`config.mk`:
```
export PLATFORM = sky130hd
export DESIGN_NAME = seg_scan_ctrl
export DESIGN_NICKNAME = d
export VERILOG_FILES = /design/src/rtl/seg_scan_ctrl.sv
export SDC_FILE = /design/constraint.sdc
export NUM_CORES = 1
export LEC_CHECK = 0
export ABC_AREA = 1
export BUFFER_PORTS_ARGS = -buffer_cell sky130_fd_sc_hd__buf_4
export CORE_AREA = 2 2 76 78
export CTS_CLUSTER_DIAMETER = 50
export DETAILED_ROUTE_END_ITERATION = 10
export DIE_AREA = 0 0 78 80
export GPL_TIMING_DRIVEN = 0
export PLACE_DENSITY = 0.92
export SKIP_CTS_REPAIR_TIMING = 1
export SLEW_MARGIN = 20
export SYNTH_ARGS = -nofsm -noshare
export SYNTH_HDL_FRONTEND = slang
export SYNTH_SLANG_ARGS = --single-unit
```
`constraint.sdc`:
```
create_clock -name clk -period 2.8 [get_ports clk]
set_input_delay 0.14 -clock clk [delete_from_list [all_inputs] [get_ports clk]]
set_output_delay 0.14 -clock clk [all_outputs]
set_load 0.02 [all_outputs]
```
`src/rtl/seg_scan_ctrl.sv`:
```
// seg_scan_ctrl: time-multiplexed 7-segment scan controller.
// Per frame, the BCD value, dp mask and lzb flag are snapshotted into shadows.
// Each digit slot opens with an all-off gap and then drives that digit's
// enable and its segment code. All outputs are registered, one cycle behind
// the (cnt, idx) state that produced them.

// Per-digit decoder: BCD nibble -> active-low {dp,g..a}.
// A suppressed (leading-zero) digit keeps its dp but blanks g..a.
module seg_lane (
  input  logic [3:0] nib,
  input  logic       dp,
  input  logic       sup,
  output logic [7:0] code
);
  logic [6:0] s7;

  // Segment lookup; codes 10..15 light segment a only
  always_comb begin
    s7 = 7'h7e;
    case (nib)
      4'd0: s7 = 7'h40;
      4'd1: s7 = 7'h79;
      4'd2: s7 = 7'h24;
      4'd3: s7 = 7'h30;
      4'd4: s7 = 7'h19;
      4'd5: s7 = 7'h12;
      4'd6: s7 = 7'h02;
      4'd7: s7 = 7'h78;
      4'd8: s7 = 7'h00;
      4'd9: s7 = 7'h10;
      default: s7 = 7'h7e;
    endcase
    if (sup) s7 = 7'h7f;
    code = {~dp, s7};
  end
endmodule

module seg_scan_ctrl #(
  parameter int DIGITS       = 4,
  parameter int SCAN_DIV     = 50000,
  parameter int BLANK_CYCLES = 500
) (
  input  logic                  clk,
  input  logic                  rst,
  input  logic                  en,
  input  logic [4*DIGITS-1:0]   value,
  input  logic [DIGITS-1:0]     dp_mask,
  input  logic                  lzb,
  output logic [DIGITS-1:0]     an,
  output logic [7:0]            seg,
  output logic                  frame_done
);
  localparam int CNT_W = (SCAN_DIV > 1) ? $clog2(SCAN_DIV) : 1;
  localparam int IDX_W = (DIGITS > 1) ? $clog2(DIGITS) : 1;

  logic [CNT_W-1:0]             cnt;
  logic [IDX_W-1:0]             idx;
  logic [DIGITS-1:0][3:0]       sh_val;
  logic [DIGITS-1:0]            sh_dp;
  logic                         sh_lzb;
  // Set on the wrap edge so frame_done lands on slot 0's first output cycle
  logic                         wrap_q;

  logic                         last_cnt;
  logic                         last_idx;
  logic                         show;
  logic [DIGITS:0]              hz;       // hz[i]: nibbles DIGITS-1..i all zero
  logic [DIGITS-1:0]            sup;
  logic [DIGITS-1:0][7:0]       lane_seg;
  logic [DIGITS-1:0]            an_nxt;
  logic [7:0]                   seg_nxt;

  assign last_cnt = (32'(cnt) == SCAN_DIV - 1);
  assign last_idx = (32'(idx) == DIGITS - 1);
  assign show     = (32'(cnt) >= BLANK_CYCLES);

  // Leading-zero chain runs from the most significant digit downward;
  // digit 0 is never suppressed so a zero value still shows "0".
  assign hz[DIGITS] = 1'b1;
  assign sup = {hz[DIGITS-1:1] & {(DIGITS-1){sh_lzb}}, 1'b0};

  for (genvar i = 0; i < DIGITS; i++) begin : g_lane
    assign hz[i] = hz[i+1] & (sh_val[i] == 4'd0);
    seg_lane u_lane (
      .nib  (sh_val[i]),
      .dp   (sh_dp[i]),
      .sup  (sup[i]),
      .code (lane_seg[i])
    );
  end

  // Output selection for the current (cnt, idx): blank gap, then one digit
  always_comb begin
    an_nxt  = '1;
    seg_nxt = 8'hff;
    if (show) begin
      an_nxt[idx] = 1'b0;
      seg_nxt     = lane_seg[idx];
    end
  end

  // Slot counter and digit rotation; en low parks the scanner at digit 0
  always_ff @(posedge clk or posedge rst) begin
    if (rst) begin
      cnt    <= '0;
      idx    <= '0;
      wrap_q <= 1'b0;
    end else if (!en) begin
      cnt    <= '0;
      idx    <= '0;
      wrap_q <= 1'b0;
    end else begin
      wrap_q <= 1'b0;
      if (last_cnt) begin
        cnt <= '0;
        if (last_idx) begin
          idx    <= '0;
          wrap_q <= 1'b1;
        end else begin
          idx <= idx + 1'b1;
        end
      end else begin
        cnt <= cnt + 1'b1;
      end
    end
  end

  // Shadows: track inputs while disabled, otherwise reload only at frame wrap
  always_ff @(posedge clk or posedge rst) begin
    if (rst) begin
      sh_val <= '0;
      sh_dp  <= '0;
      sh_lzb <= 1'b0;
    end else if (!en || (last_cnt && last_idx)) begin
      sh_val <= value;
      sh_dp  <= dp_mask;
      sh_lzb <= lzb;
    end
  end

  // Registered pin drivers; everything off while disabled or in reset
  always_ff @(posedge clk or posedge rst) begin
    if (rst) begin
      an         <= '1;
      seg        <= 8'hff;
      frame_done <= 1'b0;
    end else if (!en) begin
      an         <= '1;
      seg        <= 8'hff;
      frame_done <= 1'b0;
    end else begin
      an         <= an_nxt;
      seg        <= seg_nxt;
      frame_done <= wrap_q;
    end
  end
endmodule

```
Yosys cells after proc, flatten, opt, wreduce, memory -nomap -nowiden
Memories as Yosys holds them, arrays and structs flattened.
Cells that the tools add are included.
{"block": "totals", "ff_bits": 53, "rom_bits": 448, "in_bits": 24, "n_memories": 4}
{"name": "(name not given)", "words": 16, "word_bits": 7, "read_ports": 1, "rd_clocked_by_memory_dff": 0, "wr": 0, "line": "20", "text": "case (nib)"}
{"name": "(name not given)", "words": 16, "word_bits": 7, "read_ports": 1, "rd_clocked_by_memory_dff": 0, "wr": 0, "line": "20"}
{"name": "(name not given)", "words": 16, "word_bits": 7, "read_ports": 1, "rd_clocked_by_memory_dff": 0, "wr": 0, "line": "20"}
{"name": "(name not given)", "words": 16, "word_bits": 7, "read_ports": 1, "rd_clocked_by_memory_dff": 0, "wr": 0, "line": "20"}
{"block": "op_classes", "add_sub_neg": 2, "n_lt_le_gt_ge": 3, "eq_ne": 3, "muxes": 20, "n_bitwise": 8, "n_reduce_logical": 7}
{"cell": "$mux 16", "count": 2}
{"cell": "$mux 8", "count": 3}
{"cell": "$mux 7", "count": 3}
{"cell": "$add 16x1->16 const B", "count": 1}
{"cell": "$bmux 8 s2", "count": 1}
{"cell": "$eq 16x16->1 const B", "count": 1}
{"cell": "$ge 16x9->1 const B", "count": 1}
{"cell": "$logic_not 4->1", "count": 3}
{"cell": "$mux 4", "count": 2}
{"cell": "$mux 2", "count": 3}
{"cell": "$mux 1", "count": 5}
{"cell": "$not 1->1", "count": 4}
{"cell": "$not 4->4", "count": 1}
{"cell": "$and 3x3->3", "count": 1}
{"cell": "$lt 2x3->1 const B", "count": 1}
{"cell": "$add 2x1->2 const B", "count": 1}
{"cell": "$and 1x1->1", "count": 2}
{"cell": "$demux 1 s2", "count": 1}
{"cell": "$eq 2x2->1 const B", "count": 1}
{"cell": "$ge 2x1->1 const B", "count": 1}
{"cell": "$logic_and 1x1->1", "count": 2}
{"cell": "$ne 2x1->1 const B", "count": 1}
{"cell": "$logic_not 1->1", "count": 1}
{"cell": "$logic_or 1x1->1", "count": 1}

Logic depth before layout (Yosys ltp)
Gate-level depths: netlist of the first run.
{"block": "logic_depth", "ltp_word": 9, "mapped_depth": 12}

By module
From an unflattened synthesis of the first run, not the netlist that was laid out.
{"block": "unflattened", "cells_unflattened": 474, "area_unflattened_um2": 3529.6}
{"mod": "seg_scan_ctrl", "n_inst": 1, "cells_per_inst": 318, "area_per_inst_um2": 2713.9}
{"mod": "seg_lane", "n_inst": 4, "cells_per_inst": 39, "area_per_inst_um2": 203.9}

Least setup slack after synthesis of the first run
No wires, ideal clock.
{"block": "synth_path", "path_type": "flip-flop to flip-flop", "start": "register cnt[0]", "end": "register sh_val[15] (netlist name)", "setup_time_ps": 123, "t_arrival_ps": 1334, "required_ps": 2677, "slack_ps": 1343, "path_stages_with_launch": 10, "path_buffers": 1, "synth_period_minus_slack_ps": 1457, "cell_sequence": "dfrtp_1 -> ha_1 -> nand2_2 -> nor2_4 -> inv_2 -> nor2_4 -> nand3_4 -> nand2_8 -> buf_6 -> o21ai_2"}
{"block": "synth_via", "elab_chain_cells": 3}
{"element": "from (decl)", "line": "56", "text": "logic [CNT_W-1:0] cnt;"}
{"element": "from (signal assigned)", "line": "123", "text": "cnt <= cnt + 1'b1;"}
{"element": "$eq 16x16->1", "line": "73", "text": "assign last_cnt = (32'(cnt) == SCAN_DIV - 1);"}
{"element": "$logic_and 1x1->1", "line": "134", "text": "end else if (!en || (last_cnt && last_idx)) begin"}
{"element": "$logic_or 1x1->1", "line": "134"}
{"element": "to (signal assigned)", "line": "135", "text": "sh_val <= value;"}
{"element": "to (decl)", "line": "58", "text": "logic [DIGITS-1:0][3:0] sh_val;"}
No other way between the ends.
A chain may end at the register's enable or synchronous reset.

Worst setup path in the final report of the first run
{"block": "layout_path", "start": "register sh_val[13] (netlist name)", "end": "register seg[6]"}
{"block": "layout_via", "elab_chain_cells": 9, "elab_cells_between_ends": 12, "cone_classes": "mux (7); bitwise (3); reduce/logical (1); memory (1)"}
{"element": "$logic_not 4->1", "line": "83", "text": "assign hz[i] = hz[i+1] & (sh_val[i] == 4'd0);"}
{"element": "$and 1x1->1 (2 in a row)", "line": "83"}
{"element": "$and 3x3->3", "line": "80", "text": "assign sup = {hz[DIGITS-1:1] & {(DIGITS-1){sh_lzb}}, 1'b0};"}
{"element": "$mux 7", "line": "33", "text": "if (sup) s7 = 7'h7f;"}
{"element": "$bmux 8 s2 (*)", "line": "98", "text": "seg_nxt = lane_seg[idx];"}
{"element": "$mux 8 (implied by the code) (*)", "line": "98"}
{"element": "$mux 8 (*)", "line": "96", "text": "if (show) begin"}
{"element": "$mux 8 (*)", "line": "147", "text": "end else if (!en) begin"}
{"element": "to (signal assigned)", "line": "153", "text": "seg <= seg_nxt;"}
{"element": "to (decl)", "line": "50", "text": "output logic [7:0] seg,"}
Every way passes the cells marked *; elsewhere a longest branch is shown, timed or not. The select of a mux whose other input is x is not followed.

==> results of run 1 <==
[worst max-delay path: stages, from the launching register on]
cell,delay (ps)
dfrtp_1,440
inv_1,140
ha_1,200
nand2_2,90
nor2_2,190
nand2_1,130
nand2_1,150
nor2_1,60
nor2_1,120
nor2_1,60
nand2_1,70
[power by group through the flow]
stage	sequential [uW]	clock, uW	combinational [uW]
after floorplan	834	0	227
after global placement	839	0	290
after detailed placement	842	0	307
after CTS	828	530	311
after global routing	833	558	355
final	828	525	314
[registers in the layout (all words and copies together) (netlist names)]
name        cells
an              4
cnt            16
frame_done      1
idx             2
seg             8
sh_dp           4
sh_lzb          1
sh_val         16
wrap_q          1
[area by class of cell]
type                            count  area [um2]
Tap cell                           72        90.1
Timing Repair Buffer               37         293
Clock buffer                        6        72.6
Buffer                              9        92.6
Clock inverter                      2        38.8
Inverter                           55         206
Fill cell                         401        1510
Sequential cell                    53        1340
Multi-Input combinational cell    318        1760
[metal layers]
metal / track usage, % / up-vias / wire length, um
li1: - / 1476 / -
met1: 32.4 / 1363 / 3220
met2: 42.6 / 105 / 3500
met3: 4.64 / 12 / 440
met4: 8.25 / 0 / 107
met5: 0 / - / 0
[logic make-up after synthesis]
group | synth area share, %
AND/OR/NAND/NOR | 32.1
adder cells (fa/ha/maj) | 8.09
XOR/XNOR | 1.03
buffers and inverters | 8.79
flip-flops | 39.4
AO/OA/AOI/OAI | 10.6
[final timing paths]
| check | start | endpoint | cells past startpoint |
|---|---|---|---|
| min | dp_mask[3] | sh_dp[3]$_DFFE_PP0P_ | 3 |
| max reg2reg | sh_val[13]$_DFFE_PP0P_ | seg[6]$_DFF_PP1_ | 10 |
| max | sh_val[13]$_DFFE_PP0P_ | seg[6]$_DFF_PP1_ | 10 |
| min in group asynchronous | rst | sh_val[7]$_DFFE_PP0P_ | 3 |
| max in group asynchronous | rst | seg[7]$_DFF_PP1_ | 4 |
| min reg2reg | wrap_q$_DFF_PP0_ | frame_done$_DFF_PP0_ | 2 |
[through the flow]
stage | util [%] | hold slack, ps | total power (uW) | cells | area [um2]
floorplan | - | 244 | 1060 | 435 | 3400
global placement | 69.5 | 339 | 1130 | 542 | 3760
detailed placement | 69.9 | 186 | 1150 | 543 | 3780
CTS | 71.9 | -145 | 1670 | 551 | 3890
global route | 72.1 | 21.5 | 1740 | 552 | 3900
finish | 72.1 | 18.9 | 1670 | 552 | 3900
[cells in the final DEF, fill, tap and decap left out, drive strengths merged]
cell type / Yosys / final
a21oi: 15 / 15
a31oi: 2 / 2
buf: 6 / 42
bufinv: 0 / 1
clkbuf: 3 / 9
clkinv: 0 / 1
dfrtp: 41 / 41
dfstp: 12 / 12
dlygate4sd3: 0 / 1
ha: 22 / 22
inv: 55 / 55
nand2: 123 / 123
nand3: 34 / 34
nand4: 9 / 9
nor2: 60 / 60
nor3: 6 / 6
nor3b: 2 / 2
o211ai: 4 / 4
o21ai: 35 / 35
or2: 2 / 2
xnor2: 1 / 1
xor2: 3 / 3
==> metrics.md, run 1 <==
| Metric | Value |
|---|---|
| Most common cell in the netlist | nand2_1 |
| FFs w/ async S/R, synth | 100% |
| Die extent in x | 78 um |
| First-pass GRT wire length | 12500 um |
| Min-delay worst type | input port to register |
| Drt pass-1 iters | 5 |
| Via count | 2956 |
| Worst clock skew | approximately 3.7 ps |
| Dominant cells by area after synthesis | dfrtp_1, nand2_1, dfstp_2 |
| Post-synthesis net count | 481 |
| GRT Total Usage | 25.0% |
| Syn. warnings | 0 |
| Crit. End Element | register |
| Largest net degree at the start of global routing | 33 |
| Kind of critical path | register to register |
| Routability cong. | a little over 0.9 |
| Site row count | 27 |
| Synthesized instance count | 435 |
| Die Area | 0.00624 mm2 |
| Power density cells | 428 mW/mm2 |
| Setup-failing EPs final | 0 |
| Antenna fix cells | 0 |
| # port buffers | 35 |
| TritonCTS Buffers | 5 |
| P_leak | 0.00187 uW |
| Slew headroom | 68.2% |
| Switch Pwr | 478 uW |
| Slew Viols, Final | 0 |
| Max-cap violations | 0 |
| Die Ht | approximately 80 um |
| CTS Sinks | between 50 and 60 |
| Root Buffer | clkbuf_8 |
| Vias in the first global route | 2796 |
| Clock power share | 31.5% |
| Drt total wl | 7270 um |
| Share of the synthesized area in the top cell type | 30.1% |
| Clk_lat worst skew | approximately 310 ps |
| Register-to-Register Setup Slack | 1120 ps |
| Final WS setup | roughly 1100 ps |
| #FFs+latches synth | 53 |
| Layout Nets | 525 |
| Layout area overhead | 14.5% |
| Initial Util | 63.0% |
| Top FF cell, synth | dfrtp_1 |
| Gate power share | 18.8% |
| Antenna Nets Post-Route | 0 |
| Final hold vios | 0 |
| Cell variety after synth | 31 |
| F_max | 0.594 GHz |
| Switching portion of total power | 28.7% |
| Top cells by count, synth | nand2_1, nor2_1, inv_1, dfrtp_1, nand3_1 |
| EDFF count, synth | 0 |
| Pre-CTS setup slack | 1170 ps |
| 1st-iter DRT viols | 308 |
| H-tree depth | 2 |
| CTS tree | done |
| Req. time, crit path | 3060 ps |
| RSZ-0062 raised after global routing | no |
| Overflow after GRT | 0 |
| I/O Pins | 37 |
| CP arrival | 1940 ps |
| Initial antenna violation count | 0 |
| Minimum clock period | between 1500 and 2000 ps |
| Int Pwr | about 1200 uW |
| Period utilization | 60.2% |
| Cell area after synthesis | 0.00340 mm2 |
| Maximum vdd drop | 0.000250 V |
| Post-detail-place hpwl | roughly 5400 um |
| Core footprint | 0.00541 mm2 |
| Worst setup SP type | register |
| Clock Pin Slew Worst Setup and Hold Paths | 90 ps |
| Worst-Margin Slew | 471 ps |
| Reg power frac | 49.7% |
| Dominant cell type by area after synthesis | dfrtp_1 |
| Residual DRC | 0 |
| Setup TNS | 0 ps |
| Synth Area per Inst | 7.82 um2 |
| Crit path max fanout | 5 |
| Maximum clock insertion buffer count | 2 |
| Wire per inst | 13.2 um |
| Layout cells sized above 1 | 24.8% |
| Post-synthesis sequential area ratio | 39.4% |
| Number of vias per cell | 5.36 |
| Run status | finished, final reports clean |
Power figures use the tool's default switching activity.
==> inputs of run 2 (changes only) <==
--- a/config.mk
+++ b/config.mk
@@ -7,12 +7,12 @@
 export LEC_CHECK = 0
 export ABC_AREA = 1
 export BUFFER_PORTS_ARGS = -buffer_cell sky130_fd_sc_hd__buf_4
-export CORE_AREA = 2 2 76 78
+export CORE_AREA = 2 2 84 86
 export CTS_CLUSTER_DIAMETER = 50
 export DETAILED_ROUTE_END_ITERATION = 10
-export DIE_AREA = 0 0 78 80
+export DIE_AREA = 0 0 86 88
 export GPL_TIMING_DRIVEN = 0
-export PLACE_DENSITY = 0.92
+export PLACE_DENSITY = 0.81
 export SKIP_CTS_REPAIR_TIMING = 1
 export SLEW_MARGIN = 20
 export SYNTH_ARGS = -nofsm -noshare
==> constraint.sdc (replaced) <==
create_clock -name clk -period 1.5 [get_ports clk]
set_input_delay 0.075 -clock clk [delete_from_list [all_inputs] [get_ports clk]]
set_output_delay 0.075 -clock clk [all_outputs]
set_load 0.02 [all_outputs]
==> run 2 against run 1 <==
The flow now finishes with violations (setup timing). Flip-flop and latch count did not move. Count of clock-buffer cells in the layout fell by 1. Combinational power rose by 140%.
==> metrics.md, run 2 (synthesized netlist as in run 1, its figures left out) <==
| Metric | Value |
|---|---|
| Layout Nets | 569 (+8.4%) |
| Failing checks | setup timing |
| Endpoint of the worst hold path | frame_done$_DFF_PP0_ |
| Routability cong. | 0.865 (-5.8%) |
| CTS tree | done |
| Max incr delay on CP | 390 ps (-50 ps) |
| RSZ-0062 raised after global routing | yes |
| Min-delay worst type | input port to register |
| Crit path max fanout | 6 (+1) |
| Root Buffer | clkbuf_8 |
| Crit path max-delay family | simple AND/OR/NAND/NOR gates |
| Site row count | 30 (+11%) |
| Kind of critical path | register to register |
| Antenna Nets Post-Route | 0 (unchanged) |
| CP arrival | 1910 ps (-30 ps) |
| Die extent in x | 86 um (+10%) |
| Layout area overhead | 33.1% |
| Via count | 3284 (+11%) |
| Vias in the first global route | 2760 (-1.3%) |
| Worst Min Path Start | en |
| Most common cell after layout, fill and taps aside | nand2_1 |
| I/O Pins | 37 (unchanged) |
| R2r endpoint | sh_val[14]$_DFFE_PP0P_ |
| Final WS setup | -169 ps (-1280 ps) |
| Worst clock skew | 13.8 ps (+10.1 ps) |
| Final hold vios | 0 (unchanged) |
| Non-Filler Instances | 604 (+9.4%) |
| Pre-CTS setup slack | -168 ps (-1340 ps) |
| CP bufs+invs | 2 (+1) |
| Req. time, crit path | 1750 ps (-1310 ps) |
| Slew Viols, Final | 0 (unchanged) |
| P_leak | 0.00213 uW (+14%) |
| 1st-iter DRT viols | 248 (-19%) |
| GRT Total Usage | 19.8% (-5.3 points) |
| Power density cells | 738 mW/mm2 (+72%) |
| Drt total wl | 8630 um (+19%) |
| Overflow after GRT | 0 (unchanged) |
| Run status | finished with violations |
| Slowest cell on the critical path | dfrtp_1 |
| Commonest non-fill, non-tap cells in the layout | nand2_1, buf_4, nor2_1, inv_1, dfrtp_1 |
| Crit. End Element | register |
| CTS Sinks | 53 (unchanged) |
| Crit path top cell by count | nor2_4 |
| Largest net degree at the start of global routing | 28 (-15%) |
| Worst-Margin Slew | 604 ps (+132 ps) |
| Clk_lat worst skew | 320 ps (about the same) |
| Register-to-Register Setup Slack | -170 ps (-1280 ps) |
| Maximum vdd drop | 0.000424 V (+70%) |
| Die Ht | 88 um (+10%) |
| R2r startpoint | cnt[1]$_DFF_PP0_ |
| CP Cell Sequence | ha_2 > nand2_4 > nor2_4 > inv_2 > nor2_4 > nand3_4 > nand2_8 > clkbuf_16 > nand2_2 > o21ai_2 |
| Slew headroom | 59.7% (-8.5 points) |
| Initial Util | 51.2% (-12 points) |
| Number of vias per cell | 5.44 (+1.5%) |
| Biggest regs | cnt: 16 flops, sh_val: 16 flops, seg: 8 flops |
| Setup TNS | -3230 ps (-3230 ps) |
| # port buffers | 35 (unchanged) |
| Antenna fix cells | 0 (unchanged) |
| TritonCTS Buffers | 5 (unchanged) |
| Period utilization | 111% (+51 points) |
| Layout cells sized above 1 | 34.7% (+9.9 points) |
| R2R cell count | 10 (unchanged) |
| Initial antenna violation count | 0 (unchanged) |
| Core footprint | 0.00664 mm2 (+23%) |
| Clock Pin Slew Worst Setup and Hold Paths | 110 ps (+20 ps) |
| First-pass GRT wire length | 12100 um (-3.5%) |
| Wire per inst | 14.3 um (+8.5%) |
| Worst setup SP type | register |
| Placed cells | 551 (+1.5%) |
| WP depth | 10 (unchanged) |
| Max-cap violations | 0 (unchanged) |
| Residual DRC | 0 (unchanged) |
| Drt pass-1 iters | 4 (-1) |
| Post-detail-place hpwl | 5310 um (-2.1%) |
| H-tree depth | 2 (unchanged) |
| Pwr Total | 3340 uW (+100%) |
| Hold Path Depth | 3 (unchanged) |
| Hold WS | 92.6 ps (+73.7 ps) |
| F_max | 0.599 GHz (+0.94%) |
| Die Area | 0.00757 mm2 (+21%) |
| Setup-failing EPs final | 31 (+31) |
| Maximum clock insertion buffer count | 2 (unchanged) |
| Minimum clock period | 1670 ps (-15.7 ps) |
## run 2: final cells by class
class / instances / area [um2]
clock inverters: 3 / 46.3
clock buffers: 5 / 68.8
flip-flops and latches: 53 / 1340
multi-input cells: 318 / 1930
well taps: 80 / 100
inverters: 55 / 216
plain buffers: 8 / 96.3
fillers: 498 / 2110
repair buffers: 82 / 726
## run 2: worst register-to-register path: stages (launching register included)
cell and delay (ps):
dfrtp_1 390, ha_2 220, nand2_4 70, nor2_4 160, inv_2 70, nor2_4 100
nand3_4 120, nand2_8 170, clkbuf_16 180, nand2_2 60, o21ai_2 50
## run 2: routing by layer
metal / track usage [%] / vias to the layer above / share of wire, %
li1: - / 1565 / -
met1: 25.9 / 1567 / 42
met2: 33.7 / 126 / 48
met3: 3.20 / 26 / 6.3
met4: 6.06 / 0 / 3.0
met5: 0 / - / 0
## run 2: through the flow
step | area [um2] | utilization [%]
floorplan | 3400 | -
global placement | 3770 | 56.7
detailed placement | 3790 | 57.0
CTS | 3900 | 58.7
global route | 4530 | 68.2
finish | 4530 | 68.2
## run 2: worst max-delay path by stage
stage	from	endpoint	slack (ps)
3_5_place_dp	sh_val[8]$_DFFE_PP0P_	seg[3]$_DFF_PP1_	-170
6_report	cnt[1]$_DFF_PP0_	sh_val[14]$_DFFE_PP0P_	-170
5_1_grt	cnt[1]$_DFF_PP0_	sh_val[14]$_DFFE_PP0P_	-230
3_3_place_gp	rst	sh_val[12]$_DFFE_PP0P_	-480
4_1_cts	sh_val[8]$_DFFE_PP0P_	seg[3]$_DFF_PP1_	-250
2_1_floorplan	cnt[0]$_DFF_PP0_	sh_val[15]$_DFFE_PP0P_	40
## run 2: power by group
group | internal (uW) | switching, uW
Clock | 501 | 513
Sequential | 1490 | 71.5
Combinational | 348 | 421
==> inputs of run 3 (changes only) <==
--- a/config.mk
+++ b/config.mk
@@ -13,6 +13,7 @@
 export DIE_AREA = 0 0 86 88
 export GPL_TIMING_DRIVEN = 0
 export PLACE_DENSITY = 0.81
+export RECOVER_POWER = 50
 export SKIP_CTS_REPAIR_TIMING = 1
 export SLEW_MARGIN = 20
 export SYNTH_ARGS = -nofsm -noshare
==> run 3 against run 2 <==
The flow still finishes with violations (setup timing). Total power hardly changed. Clock power hardly changed. Flip-flop and latch count unchanged. Count of clock-buffer cells in the layout is the same. Cell count unchanged. Sequential power hardly changed. Combinational power about the same. Non-clock buffer count unchanged. Worst setup slack is the same. Critical path type unchanged. Largest power group unchanged. Via count did not move.
==> metrics.md, run 3 (synthesized netlist as in run 1, its figures left out) <==
| Metric | Value |
|---|---|
| Largest net degree at the start of global routing | 28 (unchanged) |
| Maximum clock insertion buffer count | 2 (unchanged) |
| Kind of critical path | register to register |
| CP arrival | 1910 ps (about the same) |
| Most common cell after layout, fill and taps aside | nand2_1 |
| Power density cells | 739 mW/mm2 (+0.12%) |
| Crit path top cell by count | nor2_4 |
| WP depth | 10 (unchanged) |
| Biggest regs | cnt: 16 flops, sh_val: 16 flops, seg: 8 flops |
| Wire per inst | 14.3 um (about the same) |
| Die extent in x | 86 um (unchanged) |
| Layout cells sized above 1 | 34.4% (-0.38 points) |
| Run status | finished with violations |
| CP Cell Sequence | ha_2 > nand2_4 > nor2_4 > inv_2 > nor2_4 > nand3_4 > nand2_8 > clkbuf_16 > nand2_2 > o21ai_2 |
| Worst Min Path Start | en |
| Final WS setup | -169 ps (unchanged) |
| F_max | 0.599 GHz (unchanged) |
| CTS tree | done |
| Int Pwr | 2330 uW (about the same) |
| Final Instance Area | 0.00452 mm2 (-0.19%) |
| Post-detail-place hpwl | 5310 um (unchanged) |
| Period utilization | 111% (unchanged) |
| Core footprint | 0.00664 mm2 (unchanged) |
| Antenna Nets Post-Route | 0 (unchanged) |
| Drt total wl | 8620 um (about the same) |
| RSZ-0062 raised after global routing | yes |
| Routability cong. | 0.865 (unchanged) |
| Reg power frac | 46.7% (about the same) |
| Fill cells | 501 (+0.60%) |
| Number of vias per cell | 5.44 (unchanged) |
| 1st-iter DRT viols | 246 (-0.81%) |
| H-tree depth | 2 (unchanged) |
| Setup TNS | -3230 ps (+0.0400 ps) |
| R2R cell count | 10 (unchanged) |
| Commonest non-fill, non-tap cells in the layout | nand2_1, buf_4, nor2_1, inv_1, dfrtp_1 |
| Placed cells | 551 (unchanged) |
| Final hold vios | 0 (unchanged) |
| Non-Filler Instances | 604 (unchanged) |
| Switching portion of total power | 30.1% (about the same) |
| Slew headroom | 28.8% (-31 points) |
| Min-delay worst type | input port to register |
| Crit path capture | sh_val[14]$_DFFE_PP0P_ |
| Register-to-Register Setup Slack | -170 ps (about the same) |
| Maximum vdd drop | 0.000424 V (-0.11%) |
| Crit path max-delay family | simple AND/OR/NAND/NOR gates |
| Post-DP Area | 0.00379 mm2 (unchanged) |
| Gate power share | 23.0% (about the same) |
| CTS Sinks | 53 (unchanged) |
| # port buffers | 35 (unchanged) |
| Crit path max fanout | 6 (unchanged) |
| Worst clock skew | 13.8 ps (unchanged) |
| Die Area | 0.00757 mm2 (unchanged) |
| Overflow after GRT | 0 (unchanged) |
| Worst setup SP type | register |
| Initial Util | 51.2% (unchanged) |
| Slowest cell on the critical path | dfrtp_1 |
| First-pass GRT wire length | 12100 um (unchanged) |
| Via count | 3284 (unchanged) |
| P_leak | 0.00213 uW (-0.25%) |
| Die Ht | 88 um (unchanged) |
| GRT Total Usage | 19.8% (unchanged) |
| Clock Pin Slew Worst Setup and Hold Paths | 110 ps (about the same) |
| Worst-Margin Slew | 1070 ps (+463 ps) |
| Max incr delay on CP | 390 ps (about the same) |
| Clock power share | 30.4% (about the same) |
| R2r startpoint | cnt[1]$_DFF_PP0_ |
| Site row count | 30 (unchanged) |
| Hold WS | 92.5 ps (-0.0582 ps) |
| R2r endpoint | sh_val[14]$_DFFE_PP0P_ |
| Crit path launch | cnt[1]$_DFF_PP0_ |
| Failing checks | setup timing |
| TritonCTS Buffers | 5 (unchanged) |
| Slew Viols, Final | 0 (unchanged) |
| Antenna fix cells | 0 (unchanged) |
| Initial antenna violation count | 0 (unchanged) |
| Setup-failing EPs final | 31 (unchanged) |
| Vias in the first global route | 2760 (unchanged) |
| Residual DRC | 0 (unchanged) |
| Req. time, crit path | 1750 ps (about the same) |
| Drt pass-1 iters | 4 (unchanged) |
| Minimum clock period | 1670 ps (unchanged) |
| Root Buffer | clkbuf_8 |
| Max-cap violations | 0 (unchanged) |
| Crit. End Element | register |
| Switch Pwr | 1000 uW (about the same) |
| CP bufs+invs | 2 (unchanged) |
| Clk_lat worst skew | 320 ps (about the same) |
| I/O Pins | 37 (unchanged) |
| Layout Nets | 569 (unchanged) |
| Layout area overhead | 32.8% |
[run 3: cell types whose count changed in the layout (fill, tap and decap cells not counted)]
cell / change
buf_12: -1
buf_4: -2
buf_8: +1
clkbuf_1: +1
clkbuf_4: +1
inv_1: +1
inv_2: -1
[run 3: metrics by stage]
| stage | util, % | power, uW | worst slack [ps] |
|---|---|---|---|
| 4_1_cts | 58.7 | 3130 | -255 |
| 5_1_grt | 68.0 | 3490 | -232 |
| 6_report | 68.0 | 3340 | -169 |
| 2_1_floorplan | - | 1980 | 42.8 |
| 3_3_place_gp | 56.7 | 2110 | -477 |
| 3_5_place_dp | 57.0 | 2140 | -168 |
[run 3: worst min-delay path by stage]
stage          cells after the start                      to
2_1_floorplan                      2    sh_dp[0]$_DFFE_PP0P_
3_3_place_gp                       3  sh_val[15]$_DFFE_PP0P_
3_5_place_dp                       2       cnt[12]$_DFF_PP0_
4_1_cts                            2        cnt[9]$_DFF_PP0_
5_1_grt                            3    frame_done$_DFF_PP0_
6_report                           3    frame_done$_DFF_PP0_
[run 3: metal layers]
layer  global-route usage, %  vias to the layer above  wire length (um)
li1                        -                     1565                 -
met1                    25.9                     1567              3650
met2                    33.7                      126              4170
met3                    3.20                       26               545
met4                    6.06                        0               255
met5                       0                        -                 0
[run 3: final cells by class]
type                    count  area, um2  share of cell area, %
well taps                  80        100                   2.21
inverters                  55        216                   4.79
clock inverters             3       46.3                   1.02
repair buffers             82        717                   15.9
plain buffers               8       96.3                   2.13
clock buffers               5       68.8                   1.52
flip-flops and latches     53       1340                   29.7
multi-input cells         318       1930                   42.7
[run 3: power by group through the flow]
stage	Sequential, uW	Clock, uW	Combinational, uW
floorplan	1560	0	425
global placement	1570	0	544
detailed placement	1570	0	567
CTS	1540	1010	572
global route	1570	1070	846
finish	1560	1010	766
[run 3: tightest hold or removal path, stage by stage]
cell     delay [ps]
buf_2           190
nand2_1          90
inv_1            30
